===== src/rtl/class_argmax.sv =====
// class_argmax: streaming arg-max over one frame of unsigned class scores.
// Emits winning class/score on a valid/ready port; flags frame-length mismatches.
module class_argmax #(
  parameter int NUM_CLASSES = 10,
  parameter int IDX_W       = 4,
  parameter int DATA_W      = 16
) (
  input  logic              clk,
  input  logic              rst_n,
  input  logic              in_valid,
  input  logic [DATA_W-1:0] in_data,
  input  logic              in_last,
  output logic              in_ready,
  output logic              out_valid,
  input  logic              out_ready,
  output logic [IDX_W-1:0]  out_class,
  output logic [DATA_W-1:0] out_score,
  output logic              frame_err
);

  typedef enum logic {
    ACCUM = 1'b0,
    HOLD  = 1'b1
  } state_t;

  localparam logic [IDX_W-1:0] LAST_IDX = IDX_W'(NUM_CLASSES - 1);

  state_t              state_q;
  logic [IDX_W-1:0]    cnt_q;
  logic [DATA_W-1:0]   max_score_q;
  logic [DATA_W-1:0]   max_score_d;
  logic [IDX_W-1:0]    max_idx_q;
  logic [IDX_W-1:0]    max_idx_d;
  logic                out_valid_q;
  logic [IDX_W-1:0]    out_class_q;
  logic [DATA_W-1:0]   out_score_q;
  logic                frame_err_q;
  logic                frame_err_d;
  logic                accept;
  logic                at_end;
  logic                take;
  logic                close;

  assign in_ready  = (state_q == ACCUM);
  assign out_valid = out_valid_q;
  assign out_class = out_class_q;
  assign out_score = out_score_q;
  assign frame_err = frame_err_q;

  // First sample of a frame always loads; later ones need strictly greater.
  always_comb begin
    accept      = in_valid && in_ready;
    at_end      = (cnt_q == LAST_IDX);
    take        = (cnt_q == '0) || (in_data > max_score_q);
    max_score_d = take ? in_data : max_score_q;
    max_idx_d   = take ? cnt_q : max_idx_q;
    close       = accept && (at_end || in_last);
    frame_err_d = close && (at_end ^ in_last);
  end

  always_ff @(posedge clk or negedge rst_n) begin
    if (!rst_n) begin
      state_q     <= ACCUM;
      cnt_q       <= '0;
      max_score_q <= '0;
      max_idx_q   <= '0;
      out_valid_q <= 1'b0;
      out_class_q <= '0;
      out_score_q <= '0;
      frame_err_q <= 1'b0;
    end else begin
      frame_err_q <= frame_err_d;
      unique case (state_q)
        ACCUM: begin
          if (accept) begin
            max_score_q <= max_score_d;
            max_idx_q   <= max_idx_d;
            if (close) begin
              out_class_q <= max_idx_d;
              out_score_q <= max_score_d;
              out_valid_q <= 1'b1;
              cnt_q       <= '0;
              state_q     <= HOLD;
            end else begin
              cnt_q <= cnt_q + IDX_W'(1);
            end
          end
        end
        HOLD: begin
          if (out_ready) begin
            out_valid_q <= 1'b0;
            state_q     <= ACCUM;
          end
        end
      endcase
    end
  end

endmodule


===== config.mk =====
export PLATFORM = sky130hd
export DESIGN_NAME = class_argmax
export DESIGN_NICKNAME = d
export VERILOG_FILES = /design/src/rtl/class_argmax.sv
export SDC_FILE = /design/constraint.sdc
export NUM_CORES = 1
export LEC_CHECK = 0
export BUFFER_PORTS_ARGS = -buffer_cell sky130_fd_sc_hd__buf_2
export CORE_UTILIZATION = 30
export CTS_CLUSTER_SIZE = 24
export DETAILED_ROUTE_END_ITERATION = 10
export GPL_TIMING_DRIVEN = 0
export PLACE_DENSITY_LB_ADDON = 0.15
export SLEW_MARGIN = 20
export SYNTH_ARGS = -nofsm -noshare
export SYNTH_HDL_FRONTEND = slang
export SYNTH_SLANG_ARGS = --single-unit
export TNS_END_PERCENT = 5

===== constraint.sdc =====
create_clock -name clk -period 4.4 [get_ports clk]
set_input_delay 0.22 -clock clk [delete_from_list [all_inputs] [get_ports clk]]
set_output_delay 0.22 -clock clk [all_outputs]
set_load 0.05 [all_outputs]

==> results_dict.tcl <==
set metrics [dict create \
    die_y_um 92.4 \
    syn_area_um2 2450 \
    root_buffer "clkbuf_8" \
    fin_skew_ns 0.00585 \
    crit_required_ns 4.58 \
    dr.pass1.iters 4 \
    status "finished, final reports clean" \
    fin_tns_setup_ns 0 \
    io_pins 44 \
    coreArea_um2 7810 \
    cts.sinks 47 \
    place_inst 361 \
    drive_gt1_share_pct 30.2 \
    seq_power_share_pct 35.9 \
    power.switching_uw 922 \
    final_util_pct 37.0 \
    crit_start "max_score_q[1]$_DFFE_PN0P_" \
    fin_area_um2 2890 \
    syn2layout_area_growth_pct 17.8 \
    relSlewSlack_pct 57.6 \
    yosysTopAreaCellShare_pct 47.9 \
    groute.usage.overall_pct 13.4 \
    start_util_pct 31.4 \
    swShare_pct 44.4 \
    yosys_warnings 0 \
    htreeDepth 2 \
    p_clk_share_pct 12.2 \
    die_w_um 92.4 \
    clk_pin_slew_ns 0.08 \
    rsz0062_at_grt "no" \
    setup_viol 0 \
    cts_buffers 5 \
    post-route-min-period_ns 2.53 \
    io_buffers 43 \
    worst_pin_slew_ns 0.637 \
    worstHoldPathCells 2 \
    place_area_um2 2800 \
    worstPathArrival_ns 2.71 \
    yosys-top-cells-count "47 x dfrtp_1, 22 x inv_1, 20 x ha_1" \
    cp-end-kind "flip-flop" \
    drt-initial-drc-count 106 \
    cap_violations 0 \
    yosysMostFrequentCell "dfrtp_1" \
    grt_max_degree 48 \
    rows 32 \
    leakage_uw 0.00132 \
    fmax_mhz 396 \
    reg2reg_depth 10 \
    ys_seq_area_share_pct 47.9 \
    vias_per_cell 4.87 \
    comb_power_share_pct 51.9 \
    hold_violations 0 \
    fin_cells 370 \
    synth_fp_nets 257 \
    whs_endpoint "state_q$_DFF_PN0_" \
    power.internal_uw 1160 \
    cts_setup_buffers 0 \
    synth_cell_types 35 \
    clock_latency_ns 0.30 \
    start_kind "flip-flop" \
    async_flop_share_pct 100 \
    ir_drop_v 0.000195 \
    antenna_found_initial 0 \
    powerDensity_nw_per_um2 719 \
    hp-start "out_ready" \
    hold_class "in2reg" \
    ys_ff_latch 47 \
    cts_max_path_buffers 2 \
    routed_wl_um 5300 \
    routedWlPerCell_um 14.3 \
    overflow 0 \
    crit_type "reg2reg" \
    rr_endpoint "out_score[11]$_DFFE_PN0P_" \
    cts_tree "yes" \
    grt_pass1_vias 1727 \
    yosysTopAreaCell "dfrtp_1" \
    final_max_slew_viol_count 0 \
    hpwl_um 3700 \
    avgSynthCellArea_um2 11.4 \
    synth-edff-count 0 \
    cp_max_fo 10 \
    routabilityCongestion 0.752 \
    fin_crit_sh_pct 57.4 \
    r2r_setup_slack_ns 1.87 \
    die-area_um2 8540 \
    route.detailed.drc 0 \
    cts-hold-fix-buffers 1 \
    cts_resized 0 \
    r2r_start "max_score_q[1]$_DFFE_PN0P_" \
    final_nets 308 \
    final_antenna_net_count 0 \
    synth_top_cells_by_area "dfrtp_1 48%, ha_1 10%, mux2_2 7.8%" \
    n_antenna_cell 0 \
    grt_pass1_wl_um 8870 \
    syn_inst 216 \
    synth_flop_cell "dfrtp_1" \
    vias 1801 \
]
## worst max-delay path: stages, from the launching register on
cell,delay [ns]
dfrtp_1,0.38
inv_1,0.05
ha_1,0.28
nor2b_1,0.13
o211ai_1,0.09
a2111o_1,0.39
and4_4,0.19
or3_1,0.35
buf_6,0.16
buf_6,0.15
o221a_1,0.23
## routing by layer
layer / vias to the layer above / global-route usage [%] / routed length (um)
li1: 886 / - / -
met1: 873 / 19.1 / 2740
met2: 35 / 20.0 / 2310
met3: 7 / 2.71 / 181
met4: 0 / 4.69 / 70
met5: - / 0 / 0
## per-stage QoR
stage / setup slack [ns] / total power, uW / hold slack [ns]
finish: 1.87 / 2080 / 0.111
global route: 1.70 / 2240 / 0.138
CTS: 1.86 / 2110 / 0.103
detailed placement: 1.88 / 1850 / 0.292
global placement: 1.89 / 1840 / 0.419
floorplan: 2.07 / 1590 / -0.0756
## registers in the layout (all words and copies together), names as in the netlist
name         cells
max_score_q     16
max_idx_q        4
out_score       16
frame_err        1
out_valid        1
state_q          1
cnt_q            4
out_class        4
## cells by family (layout without fill, tap and decap cells)
family	after synthesis	in the layout	share of synthesized area, %
buf+inv	30	82	5.41
simple gates	59	59	13.9
fa+ha+maj	20	20	10.2
compound gates	42	42	14.3
flops	47	47	47.9
mux	18	18	8.26
## power by group through the flow
| stage | Combinational, uW | Sequential [uW] | Clock [uW] |
|---|---|---|---|
| finish | 1080 | 745 | 254 |
| global route | 1180 | 778 | 285 |
| CTS | 1100 | 748 | 270 |
| detailed placement | 1090 | 756 | 0 |
| global placement | 1090 | 752 | 0 |
| floorplan | 544 | 1040 | 0 |
## layout by cell type, fill, tap and decap left out, types with 2 or more instances in the layout
cell type | synthesis | layout
nand2b_1 | 19 | 19
nand3_1 | 5 | 5
o21ai_0 | 8 | 8
o211ai_1 | 3 | 3
nor2b_1 | 4 | 4
nand4b_1 | 2 | 2
o221a_2 | 8 | 8
nor3_1 | 2 | 2
nor2_1 | 5 | 5
o221a_1 | 10 | 10
mux2_2 | 17 | 17
clkbuf_8 | 0 | 5
nand2_1 | 10 | 10
o22ai_1 | 2 | 2
dfrtp_1 | 47 | 47
a21oi_1 | 6 | 6
buf_6 | 2 | 2
ha_1 | 20 | 20
clkbuf_1 | 2 | 4
nand4_1 | 4 | 4
buf_2 | 4 | 46
inv_1 | 22 | 22
## area by class of cell
| cell class | instances | area [um^2] |
|---|---|---|
| Inverter | 22 | 82.6 |
| Fill cell | 808 | 4920 |
| Sequential cell | 47 | 1180 |
| Tap cell | 102 | 128 |
| Buffer | 8 | 50.0 |
| Clock buffer | 7 | 76.3 |
| Multi-Input combinational cell | 139 | 1140 |
| Clock inverter | 1 | 5.00 |
| Timing Repair Buffer | 44 | 228 |
## how the worst max path moves through the flow
| stage | to | slack (ns) | cells after the start |
|---|---|---|---|
| 6_report | out_score[11]$_DFFE_PN0P_ | 1.87 | 10 |
| 3_5_place_dp | out_score[7]$_DFFE_PN0P_ | 1.88 | 9 |
| 2_1_floorplan | out_score[10]$_DFFE_PN0P_ | 2.07 | 10 |
| 3_3_place_gp | out_score[13]$_DFFE_PN0P_ | 1.89 | 9 |
| 5_1_grt | max_score_q[14]$_DFFE_PN0P_ | 1.70 | 9 |
| 4_1_cts | out_score[12]$_DFFE_PN0P_ | 1.86 | 9 |
Power figures use the tool's default switching activity.
